--- config.mk ---
export PLATFORM = sky130hd
export DESIGN_NAME = glitch_sequencer
export DESIGN_NICKNAME = d
export VERILOG_FILES = /design/src/rtl/glitch_pkg.sv /design/src/rtl/trig_edge.sv /design/src/rtl/glitch_sequencer.sv
export SDC_FILE = /design/constraint.sdc
export NUM_CORES = 1
export LEC_CHECK = 0
export CAP_MARGIN = 40
export CORE_MARGIN = 1.5
export CORE_UTILIZATION = 65
export CTS_CLUSTER_SIZE = 30
export DETAILED_ROUTE_END_ITERATION = 10
export GPL_TIMING_DRIVEN = 0
export PLACE_DENSITY = 0.95
export SLEW_MARGIN = 25
export SYNTH_ARGS = -nofsm -noshare
export SYNTH_HDL_FRONTEND = slang
export SYNTH_HIERARCHICAL = 1
export SYNTH_SLANG_ARGS = --single-unit
--- constraint.sdc ---
create_clock -name clk -period 4.8 [get_ports clk]
set_clock_uncertainty 0.1 [all_clocks]
set_input_delay 0.96 -clock clk [delete_from_list [all_inputs] [get_ports clk]]
set_output_delay 0.96 -clock clk [all_outputs]
set_load 0.05 [all_outputs]
--- src/rtl/glitch_pkg.sv ---
// glitch_pkg: command codes, FSM states and config
// reset defaults shared by the sequencer and decoder.
package glitch_pkg;

  localparam logic [7:0] CMD_WIDTH    = 8'h10;
  localparam logic [7:0] CMD_COUNT    = 8'h11;
  localparam logic [7:0] CMD_DELAY_LO = 8'h12;
  localparam logic [7:0] CMD_DELAY_HI = 8'h13;
  localparam logic [7:0] CMD_GAP      = 8'h14;
  localparam logic [7:0] CMD_RESET    = 8'hFF;

  localparam logic [7:0]  RST_WIDTH = 8'd1;
  localparam logic [7:0]  RST_COUNT = 8'd1;
  localparam logic [15:0] RST_DELAY = 16'd0;
  localparam logic [7:0]  RST_GAP   = 8'd1;

  typedef enum logic [2:0] {
    S_IDLE,
    S_ARMED,
    S_DELAY,
    S_PULSE,
    S_GAP,
    S_DONE
  } state_t;

  // a zero width or gap still lasts one cycle
  function automatic logic [7:0] min1(
    input logic [7:0] v
  );
    return (v == 8'd0) ? 8'd1 : v;
  endfunction

endpackage

--- src/rtl/trig_edge.sv ---
// trig_edge: rising-edge detector on the target trigger.
// GLITCH_TRIG_SYNC_EN adds a 2-flop synchronizer in front.
module trig_edge (
  input  logic i_clk,
  input  logic i_rst,
  input  logic i_trig,
  output logic o_rise
);

  logic w_trig;
  logic r_prev;

`ifdef GLITCH_TRIG_SYNC_EN
  logic r_s1;
  logic r_s2;

  // two-flop synchronizer for an asynchronous trigger
  always_ff @(posedge i_clk) begin
    if (i_rst) begin
      r_s1 <= 1'b0;
      r_s2 <= 1'b0;
    end else begin
      r_s1 <= i_trig;
      r_s2 <= r_s1;
    end
  end

  assign w_trig = r_s2;
`else
  assign w_trig = i_trig;
`endif

  // previous sample, refreshed every cycle
  always_ff @(posedge i_clk) begin
    if (i_rst) r_prev <= 1'b0;
    else       r_prev <= w_trig;
  end

  assign o_rise = w_trig & ~r_prev;

endmodule

--- src/rtl/glitch_sequencer.sv ---
// glitch_sequencer: config registers and one-shot pulse
// train FSM. Optional macro: GLITCH_TRIG_SYNC_EN.
module glitch_sequencer
  import glitch_pkg::*;
#(
  parameter int CNT_W = 16
) (
  input  logic       clk,
  input  logic       rst,
  input  logic       cfg_wr,
  input  logic [7:0] cfg_sel,
  input  logic [7:0] cfg_data,
  input  logic       arm,
  input  logic       abort,
  input  logic       trigger,
  output logic       glitch_out,
  output logic       busy,
  output logic       done
);

  state_t r_state;
  state_t w_next;

  logic [7:0]       r_width;
  logic [7:0]       r_count;
  logic [CNT_W-1:0] r_delay;
  logic [7:0]       r_gap;

  logic [CNT_W-1:0] r_dly_c;
  logic [7:0]       r_wid_c;
  logic [7:0]       r_gap_c;
  logic [7:0]       r_cnt_c;
  logic [7:0]       r_sw;
  logic [7:0]       r_sg;

  logic r_glitch;
  logic r_done;
  logic w_rise;

  trig_edge u_edge (
    .i_clk  (clk),
    .i_rst  (rst),
    .i_trig (trigger),
    .o_rise (w_rise)
  );

  // config registers, writable in any state
  always_ff @(posedge clk) begin
    if (rst) begin
      r_width <= RST_WIDTH;
      r_count <= RST_COUNT;
      r_delay <= CNT_W'(RST_DELAY);
      r_gap   <= RST_GAP;
    end else if (cfg_wr) begin
      unique case (1'b1)
        (cfg_sel == CMD_WIDTH):    r_width <= cfg_data;
        (cfg_sel == CMD_COUNT):    r_count <= cfg_data;
        (cfg_sel == CMD_DELAY_LO): r_delay[7:0] <= cfg_data;
        (cfg_sel == CMD_DELAY_HI): r_delay[15:8] <= cfg_data;
        (cfg_sel == CMD_GAP):      r_gap <= cfg_data;
        default: ;
      endcase
    end
  end

  // state register
  always_ff @(posedge clk) begin
    if (rst) r_state <= S_IDLE;
    else     r_state <= w_next;
  end

  // next-state logic; abort overrides everything
  always_comb begin
    w_next = r_state;
    unique case (r_state)
      S_IDLE: if (arm) w_next = S_ARMED;
      S_ARMED: begin
        if (w_rise) begin
          if (r_count == 8'd0)  w_next = S_DONE;
          else if (r_delay == '0) w_next = S_PULSE;
          else                    w_next = S_DELAY;
        end
      end
      S_DELAY:
        if (r_dly_c <= CNT_W'(1)) w_next = S_PULSE;
      S_PULSE: begin
        if (r_wid_c <= 8'd1) begin
          if (r_cnt_c <= 8'd1) w_next = S_DONE;
          else                 w_next = S_GAP;
        end
      end
      S_GAP:
        if (r_gap_c <= 8'd1) w_next = S_PULSE;
      S_DONE: w_next = S_IDLE;
      default: w_next = S_IDLE;
    endcase
    if (abort) w_next = S_IDLE;
  end

  // working counters: snapshot on the edge, then
  // count down to 1 and hold
  always_ff @(posedge clk) begin
    if (rst) begin
      r_dly_c <= '0;
      r_wid_c <= 8'd0;
      r_gap_c <= 8'd0;
      r_cnt_c <= 8'd0;
      r_sw    <= 8'd0;
      r_sg    <= 8'd0;
    end else begin
      unique case (r_state)
        S_ARMED: begin
          if (w_rise) begin
            r_dly_c <= r_delay;
            r_cnt_c <= r_count;
            r_wid_c <= min1(r_width);
            r_sw    <= min1(r_width);
            r_sg    <= min1(r_gap);
          end
        end
        S_DELAY: begin
          if (r_dly_c > CNT_W'(1))
            r_dly_c <= r_dly_c - CNT_W'(1);
        end
        S_PULSE: begin
          if (r_wid_c > 8'd1) begin
            r_wid_c <= r_wid_c - 8'd1;
          end else begin
            r_gap_c <= r_sg;
            if (r_cnt_c != 8'd0)
              r_cnt_c <= r_cnt_c - 8'd1;
          end
        end
        S_GAP: begin
          if (r_gap_c > 8'd1) r_gap_c <= r_gap_c - 8'd1;
          else                r_wid_c <= r_sw;
        end
        default: ;
      endcase
    end
  end

  // registered outputs track the state being entered
  always_ff @(posedge clk) begin
    if (rst) begin
      r_glitch <= 1'b0;
      r_done   <= 1'b0;
    end else begin
      r_glitch <= (w_next == S_PULSE);
      r_done   <= (w_next == S_DONE);
    end
  end

  assign glitch_out = r_glitch;
  assign done       = r_done;
  assign busy       = (r_state != S_IDLE);

endmodule

==> results of run 1 <==
==> Yosys cell counts (5+ instances only) <==
library cell and number:
or4_1 5, inv_1 12, buf_2 14, o211ai_1 5, a21oi_1 65, mux2i_1 43, o21ai_0 33, nand2b_1 6
nand2_1 74, clkbuf_1 23, dfxtp_1 102, nand4_1 7, o32ai_1 10, a31oi_1 6, nor3_1 14, ha_1 9
nand3_1 12, nor4_1 16, nor3b_1 8, nor2_1 77
==> routing by layer <==
| metal | wire length (µm) | part of all wire (%) | GRT usage (%) | up-vias |
|---|---|---|---|---|
| met1 | 5767 | 39 | 45.12 | 2471 |
| met3 | 1543 | 10 | 8.456 | 75 |
| met2 | 6975 | 47 | 57.97 | 347 |
| li1 | - | - | - | 2361 |
| met4 | 658 | 4.4 | 15.90 | 2 |
| met5 | 13 | 0.087 | 0 | - |
==> final timing paths <==
kind	startpoint	to	slack (ns)
hold reg to reg	r_sg[6]	r_sg[6]	0.37
setup reg to reg	r_dly_c[1]	r_dly_c[10]	2.34
setup / recovery	r_state[0]	busy	1.52
hold / removal	r_sg[6]	r_sg[6]	0.37
==> report_power, final <==
part           leakage, µW  switching, µW  internal, µW
sequential        0.000822           3.58           850
clock             0.000105            356           211
combinational      0.00120           70.7          40.6
==> per-stage QoR <==
stage,cells,setup WS [ns]
after floorplan,630,2.318
after global placement,756,1.574
after detailed placement,756,1.541
after CTS,772,1.516
after global routing,772,1.422
final,772,1.519
==> cell type report <==
class,count,area (µm²),area share (%)
multi-input cells,478,2968,51.25
flip-flops and latches,102,2042,35.26
repair buffers,24,240.2,4.149
plain buffers,38,160.2,2.766
well taps,102,127.6,2.204
clock buffers,9,123.9,2.139
clock inverters,7,83.83,1.448
inverters,12,45.04,0.7779
==> critical path, stage by stage (launching register included) <==
cell,delay [ns]
dfxtp_1,0.32
buf_2,0.17
clkbuf_1,0.34
or3_1,0.21
clkdlybuf4s50_1,0.81
==> sequential cells by signal, indices dropped and copies added (netlist names) <==
| name | cells |
|---|---|
| r_delay | 16 |
| r_gap | 8 |
| r_state | 3 |
| r_cnt_c | 8 |
| r_wid_c | 8 |
| r_dly_c | 16 |
| r_count | 8 |
| r_width | 8 |
| u_edge/r_prev | 1 |
| glitch_out | 1 |
| r_sg | 8 |
| r_sw | 8 |
| done | 1 |
| r_gap_c | 8 |
==> cell families after synthesis <==
group | count (synthesis) | share of synthesized area [%]
AO/OA/AOI/OAI | 167 | 20.68
multiplexers | 43 | 8.253
buffers and inverters | 50 | 3.935
AND/OR/NAND/NOR | 258 | 25.65
adder cells (fa/ha/maj) | 9 | 2.159
flip-flops | 102 | 39.16
XOR/XNOR | 1 | 0.1680
==> results.md, run 1 <==
- Worst skew pair latency: 0.38 ns
- Worst vdd ir: 0.1674 mV
- DR vias: 5,256
- Top FF cell, synth: dfxtp_1
- Final Cycle Share: 68.35%
- Initial antenna violation count: 1
- CP startpoint kind: register
- Placement Cell Area: 5583 µm²
- Total GRT Usage: 35.76%
- Status: complete, no violations
- Post-CTS Setup Repair Bufs: 0
- Slew of the pin with the lowest slew margin: 0.8497 ns
- Vias in the first global route: 4,919
- Die Area: 8569 µm²
- Final WL: 14,960 µm
- Worst r2r path cells: 7
- Hold Crit Class: reg2reg
- Die X: 92.57 µm
- Hold Path Stages: 2
- Worst EP arrival: 2.22 ns
- Endpoint type of the worst setup path: output port
- Die span in y: 92.57 µm
- Drt first pass iters: 8
- Final setup violation count: 0
- Overflow left after global routing: 0
- Synth cell types: 69
- Util after Layout: 74.94%
- Post-route ant nets: 0
- Hold buffers post-CTS: 0
- Routed len/inst: 19.38 µm
- Crit path time final: 3.281 ns
- Crit-path max FO: 10
- Synth top area share: 39.16%
- PostCTS Resize Cnt: 0
- Cts bufs inserted: 9
- Total power: 1532 µW
- Global-route wire length before repair: 24,160 µm
- Final instance area: 5791 µm²
- RSZ-0062 raised after global routing: false
- Htree depth: 3
- PD cells: 264.5 nW/µm²
- Largest net degree at the start of global routing: 22
- Syn_nets: 661
- Dpl hpwl: 10,440 µm
- # DRC: 0
- Hold slack: 0.3671 ns
- Synth Warn #: 6
- Initial DRC count: 602
- Area leader, netlist: dfxtp_1
- Ant. Diodes: 0
- Post-synth EDFFs: 0
- Initial Utilization: 67.49%
- Max cap viols: 0
- Post-synth ARST share: 0%
- Most common cell after layout, fill and taps aside: dfxtp_1
- Most frequent cells in the layout: 102 x dfxtp_1, 77 x nor2_1, 74 x nand2_1, 65 x a21oi_1, 43 x mux2i_1
- Clock Path Buffers: 2
- Register area share after synthesis: 39.16%
- Num rows: 32
- Yosys reg bits: 102
- LEAKAGE: 0.002126 µW
- Synth area leaders: dfxtp_1 39%, mux2i_1 8.3%, a21oi_1 6.2%
- Fmax achieved: 0.3048 GHz
- Final RePlAce weighted congestion: 0.9667
- Syn Area/Cell: 8.278 µm²
- Crit Path Class: reg2out
- Sink Count: 102
- Worst EP required: 3.74 ns
- IO Port Bufs: 24
- Core box area: 7727 µm²
- Area Overhead vs Synth: 11.04%
- Vias per cell: 6.808
- Layout cells sized above 1: 7.612%
- Nets: 696
- CTS tree: yes
- Cell Area, Synth: 5215 µm²
- Cells after synthesis: 630
- Setup tns final: 0 ns
- Fillers: 546
- Fin. Hold Viols: 0
- Worst slew margin: 43.23%
- Ports: 25
- Clk slew on worst S/H paths: 0.12 ns
- Slew Viols, Final: 0
- CTS root buf: clkbuf_8
Note: power is estimated with default switching activity, not from simulation.
==> inputs of run 2 (changes only) <==
--- a/config.mk
+++ b/config.mk
@@ -7,11 +7,11 @@
 export LEC_CHECK = 0
 export CAP_MARGIN = 40
 export CORE_MARGIN = 1.5
-export CORE_UTILIZATION = 65
+export CORE_UTILIZATION = 54
 export CTS_CLUSTER_SIZE = 30
 export DETAILED_ROUTE_END_ITERATION = 10
 export GPL_TIMING_DRIVEN = 0
-export PLACE_DENSITY = 0.95
+export PLACE_DENSITY = 0.85
 export SLEW_MARGIN = 25
 export SYNTH_ARGS = -nofsm -noshare
 export SYNTH_HDL_FRONTEND = slang
==> constraint.sdc (replaced) <==
create_clock -name clk -period 2.8 [get_ports clk]
set_clock_uncertainty 0.1 [all_clocks]
set_input_delay 0.56 -clock clk [delete_from_list [all_inputs] [get_ports clk]]
set_output_delay 0.56 -clock clk [all_outputs]
set_load 0.05 [all_outputs]
==> results.md, run 2 (synthesis gave the netlist of run 1 again) <==
- Status: complete, no violations
- Vias per cell: 6.433 (-5.5%)
- Vias in the first global route: 4,997 (+1.6%)
- Placed cells: 783 (+3.6%)
- Nets: 696 (unchanged)
- DR vias: 5,140 (-2.2%)
- Hold Crit Class: reg2reg
- Global-route wire length before repair: 24,360 µm (+0.80%)
- Final WL: 15,170 µm (+1.4%)
- Die X: 101.3 µm (+9.4%)
- Crit path time final: 2.589 ns
- Area Overhead vs Synth: 12.04%
- Clk slew on worst S/H paths: 0.11 ns (about the same)
- Endpoint type of the worst setup path: output port
- CP Cell Sequence: buf_2 > clkbuf_1 > or3_1 > dlygate4sd2_1
- Biggest regs: r_delay: 16 flops, r_dly_c: 16 flops
- Final Non-Filler Cells: 799 (+3.5%)
- Overflow left after global routing: 0 (unchanged)
- Post-CTS Setup Repair Bufs: 0 (unchanged)
- Max cap viols: 0 (unchanged)
- IO Port Bufs: 24 (unchanged)
- Post-route ant nets: 0 (unchanged)
- RSZ-0062 raised after global routing: false
- Worst EP required: 2.14 ns (-1.60 ns)
- Htree depth: 3 (unchanged)
- Cts bufs inserted: 9 (unchanged)
- CP max-delay cell: dlygate4sd2_1
- Util after Layout: 62.94% (-12 points)
- Drt first pass iters: 5 (-3)
- Num rows: 35 (+9.4%)
- Worst vdd ir: 0.3369 mV (+100%)
- Core box area: 9284 µm² (+20%)
- Worst skew pair latency: 0.40 ns (+0.02 ns)
- Die span in y: 101.3 µm (+9.4%)
- Most frequent cells in the layout: 102 x dfxtp_1, 77 x nor2_1, 74 x nand2_1, 65 x a21oi_1, 43 x mux2i_1
- Crit-path max FO: 10 (unchanged)
- CP peak stage delay: 0.53 ns (-0.28 ns)
- Initial Utilization: 56.17% (-11 points)
- Largest net degree at the start of global routing: 24 (+9.1%)
- Ant. Diodes: 0 (unchanged)
- Initial DRC count: 263 (-56%)
- LEAKAGE: 0.002136 µW (+0.48%)
- Slew of the pin with the lowest slew margin: 0.8530 ns (+0.003303 ns)
- CTS root buf: clkbuf_8
- Final setup violation count: 0 (unchanged)
- Fmax achieved: 0.3862 GHz
- CP startpoint kind: register
- Final Cycle Share: 92.47%
- PD cells: 455.9 nW/µm² (+72%)
- Layout cells sized above 1: 7.612% (unchanged)
- Dpl hpwl: 10,840 µm (+3.8%)
- Total GRT Usage: 30.50% (-5.3 points)
- Fin. Hold Viols: 0 (unchanged)
- Clock Path Buffers: 2 (unchanged)
- Initial antenna violation count: 0 (-1)
- Crit Path Class: reg2out
- Final RePlAce weighted congestion: 0.9421 (-2.5%)
- Slew Viols, Final: 0 (unchanged)
- Total power: 2664 µW (+74%)
- Most common cell after layout, fill and taps aside: dfxtp_1
- Routed len/inst: 18.98 µm (-2.0%)
- # DRC: 0 (unchanged)
- CTS tree: yes
- Ports: 25 (unchanged)
- Die Area: 10,260 µm² (+20%)
- Sink Count: 102 (unchanged)
- Worst slew margin: 43.13% (-0.098 points)
- Worst EP arrival: 1.93 ns (-0.29 ns)
-- run 2: critical path, delay by kind of cell, from the launching register on --
family,cells,cell delay (ns)
simple gates,1,0.19
buf+inv,3,1.03
flops,1,0.32
-- run 2: stage by stage --
step | worst slack [ns] | setup TNS, ns | instance area [µm²] | hold WS [ns]
floorplan | 0.7184 | 0 | 5215 | 0.3360
CTS | 0.2173 | 0 | 5843 | 0.3682
detailed placement | -0.08333 | -1.149 | 5617 | 0.3520
global placement | -0.03655 | -0.4309 | 5617 | 0.3434
finish | 0.2107 | 0 | 5843 | 0.3698
global route | 0.1088 | 0 | 5843 | 0.3906
-- run 2: layout make-up --
type                    count  area (µm²)
inverters                  12       45.04
clock buffers               9       123.9
flip-flops and latches    102        2042
well taps                 129       161.4
fillers                   808        3441
plain buffers              38       160.2
clock inverters             7       103.9
multi-input cells         478        2968
repair buffers             24       239.0
-- run 2: repair_timing --
action	CTS	global route
resized for setup	1	0
hold buffers	0	0
setup endpoints to repair	1	0
-- run 2: power by group --
group	leakage [µW]	total, µW	internal (µW)	switching (µW)
Clock	0.000112	1010	377	637
Sequential	0.000822	1460	1460	6.36
Combinational	0.00120	187	68.9	118
-- run 2: worst paths after layout --
kind / startpoint / end / slack (ns) / depth (start not counted)
max reg2reg: r_dly_c[1] / r_dly_c[10] / 0.40 / 7
min: r_sw[7] / r_sw[7] / 0.37 / 2
max: r_state[0] / busy / 0.21 / 4
min reg2reg: r_sw[7] / r_sw[7] / 0.37 / 2
-- run 2: per-layer routing --
metal  GRT usage (%)  vias up  wire length, µm
li1                -     2366                -
met1           36.61     2433             6047
met2           51.16      272             7147
met3           6.418       69             1143
met4           16.67        0              827
met5               0        -                0
==> inputs of run 3 (changes only) <==
==> constraint.sdc (replaced) <==
create_clock -name clk -period 2.2 [get_ports clk]
set_clock_uncertainty 0.1 [all_clocks]
set_input_delay 0.44 -clock clk [delete_from_list [all_inputs] [get_ports clk]]
set_output_delay 0.44 -clock clk [all_outputs]
set_load 0.05 [all_outputs]
==> results.md, run 3 (synthesis gave the netlist of run 1 again) <==
- Area Overhead vs Synth: 15.00%
- CTS tree: yes
- Worst path buffer plus inverter count: 3 (unchanged)
- Initial antenna violation count: 1 (+1)
- Endpoint type of the worst setup path: output port
- Placement Cell Area: 5617 µm² (unchanged)
- Clk slew on worst S/H paths: 0.11 ns (about the same)
- Hold Path Sink: r_sw[7]
- Crit-path max FO: 10 (unchanged)
- Sink Count: 102 (unchanged)
- Worst EP arrival: 1.61 ns (-0.32 ns)
- CP startpoint kind: register
- Post-route ant nets: 0 (unchanged)
- Drt first pass iters: 5 (unchanged)
- Dpl hpwl: 10,840 µm (unchanged)
- Vias in the first global route: 5,023 (+0.52%)
- Max cap viols: 0 (unchanged)
- Final Non-Filler Cells: 806 (+0.88%)
- Setup slack, reg-to-reg: 0.08 ns (-0.32 ns)
- Wl on met1: 5993 µm (-0.89%)
- Most frequent cells in the layout: 99 x dfxtp_1, 76 x nor2_1, 74 x nand2_1, 65 x a21oi_1, 43 x mux2i_1
- Num rows: 35 (unchanged)
- Initial DRC count: 361 (+37%)
- Final Cycle Share: 97.51%
- Hold Crit Class: reg2reg
- Core box area: 9284 µm² (unchanged)
- Final setup violation count: 0 (unchanged)
- Die X: 101.3 µm (unchanged)
- Delay-heaviest family, CP: buffers and inverters
- CP Cell Sequence: buf_2 > buf_2 > or3_1 > buf_4
- Most common cell after layout, fill and taps aside: dfxtp_1
- Max layer used: met5
- Clock Path Buffers: 2 (unchanged)
- Die span in y: 101.3 µm (unchanged)
- Status: complete, no violations
- Routed len/inst: 19.30 µm (+1.7%)
- Hold buffers post-CTS: 0 (unchanged)
- Worst EP required: 1.66 ns (-0.48 ns)
- Nets: 703 (+1.0%)
- Area of the multi-input gates: 3044 µm² (+2.6%)
- PD cells: 567.0 nW/µm² (+24%)
- Largest net degree at the start of global routing: 24 (unchanged)
- Fmax achieved: 0.4662 GHz
- Ant. Diodes: 0 (unchanged)
- Vias per cell: 6.432 (about the same)
- Hold Path Stages: 2 (unchanged)
- Fin. Hold Viols: 0 (unchanged)
- Worst r2r path cells: 8 (+1)
- Reg area: 2046 µm² (+0.18%)
- Global-route wire length before repair: 24,360 µm (unchanged)
- Reg-to-reg endpoint: r_wid_c[3]
- CTS root buf: clkbuf_8
- Crit Path Class: reg2out
- Slew Viols, Final: 0 (unchanged)
- Worst skew pair latency: 0.39 ns (about the same)
- CP peak stage delay: 0.37 ns (-0.16 ns)
- Overflow left after global routing: 0 (unchanged)
- DR vias: 5,184 (+0.86%)
- Worst slew margin: 50.57% (+7.4 points)
- Crit path top cell by count: buf_2
- Initial Utilization: 56.17% (unchanged)
- Met2 WL post-DR: 7429 µm (+3.9%)
- Biggest regs: r_delay: 16 flops, r_dly_c: 16 flops
- # DRC: 0 (unchanged)
- Hold path start: r_sw[7]
- Final RePlAce weighted congestion: 0.9421 (unchanged)
- Met3 WL: 1286 µm (+13%)
- Die Area: 10,260 µm² (unchanged)
- Crit path time final: 2.145 ns
- Fillers: 779 (-3.6%)
- Placed cells: 783 (unchanged)
- Htree depth: 3 (unchanged)
- CP max-delay cell: or3_1
- Final WL: 15,550 µm (+2.6%)
- Total power: 3400 µW (+28%)
- Final instance area: 5997 µm² (+2.6%)
- IO Port Bufs: 24 (unchanged)
- Total GRT Usage: 30.57% (+0.073 points)
- Slew of the pin with the lowest slew margin: 0.7346 ns (-0.1184 ns)
- Cts bufs inserted: 9 (unchanged)
- Reg2reg start: r_wid_c[0]
- Layout cells sized above 1: 12.26% (+4.6 points)
- LEAKAGE: 0.002215 µW (+3.7%)
- Worst vdd ir: 0.4284 mV (+27%)
- Ports: 25 (unchanged)
==> run 3: cell count changes in the layout (fill, tap and decap cells not counted), sizes merged <==
cell / previous run / this run
buf: 15 / 25
clkbuf: 32 / 30
dlygate4sd2: 1 / 0
==> run 3: through the flow <==
stage	worst slack [ns]	util [%]	hold slack, ns	TNS [ns]
final	0.05479	64.60	0.3702	0
after global routing	-0.01249	64.60	0.3906	-0.01249
after CTS	-0.1262	63.32	0.3682	-0.1262
after detailed placement	-0.5633	60.50	0.3520	-37.84
after global placement	-0.5165	60.50	0.3434	-34.70
after floorplan	0.2244	-	0.3360	0
==> run 3: per-layer routing <==
metal | GRT usage, % | up-vias
li1 | - | 2385
met1 | 35.97 | 2477
met2 | 50.70 | 250
met3 | 7.384 | 70
met4 | 18.27 | 2
met5 | 0 | -
==> run 3: timing repair <==
| item | 4_1_cts | 5_1_grt |
|---|---|---|
| setup buffers | 2 | 6 |
| resized for setup | 13 | 37 |
| setup endpoints to repair | 76 | 63 |
| pin swaps | 3 | 2 |
| cloned | 0 | 0 |
==> run 3: area by class of cell <==
class	count	area share, %
Buffer	37	2.921
Clock buffer	9	2.066
Clock inverter	7	1.732
Inverter	12	0.7511
Multi-Input combinational cell	478	50.76
Sequential cell	102	34.11
Tap cell	129	2.691
Timing Repair Buffer	32	4.966
==> run 3: how the worst max path moves through the flow <==
stage | startpoint | to | cells past startpoint
final | r_state[0] | busy | 4
after global routing | r_dly_c[4] | r_dly_c[12] | 6
after CTS | r_state[0] | busy | 4
after detailed placement | rst | r_sw[1] | 5
after global placement | rst | r_sw[3] | 5
after floorplan | r_dly_c[0] | r_dly_c[10] | 7
==> run 3: worst min-delay path, cell delays in order (launching register included) <==
cell and delay [ns]:
dfxtp_1 0.33, nand2_1 0.05, a21oi_1 0.06
==> run 3: power by group <==
group          total, µW  leakage [µW]  internal (µW)  switching (µW)
Combinational        249       0.00128           94.6             154
Sequential          1860      0.000824           1850            8.12
Clock               1290      0.000112            481             808
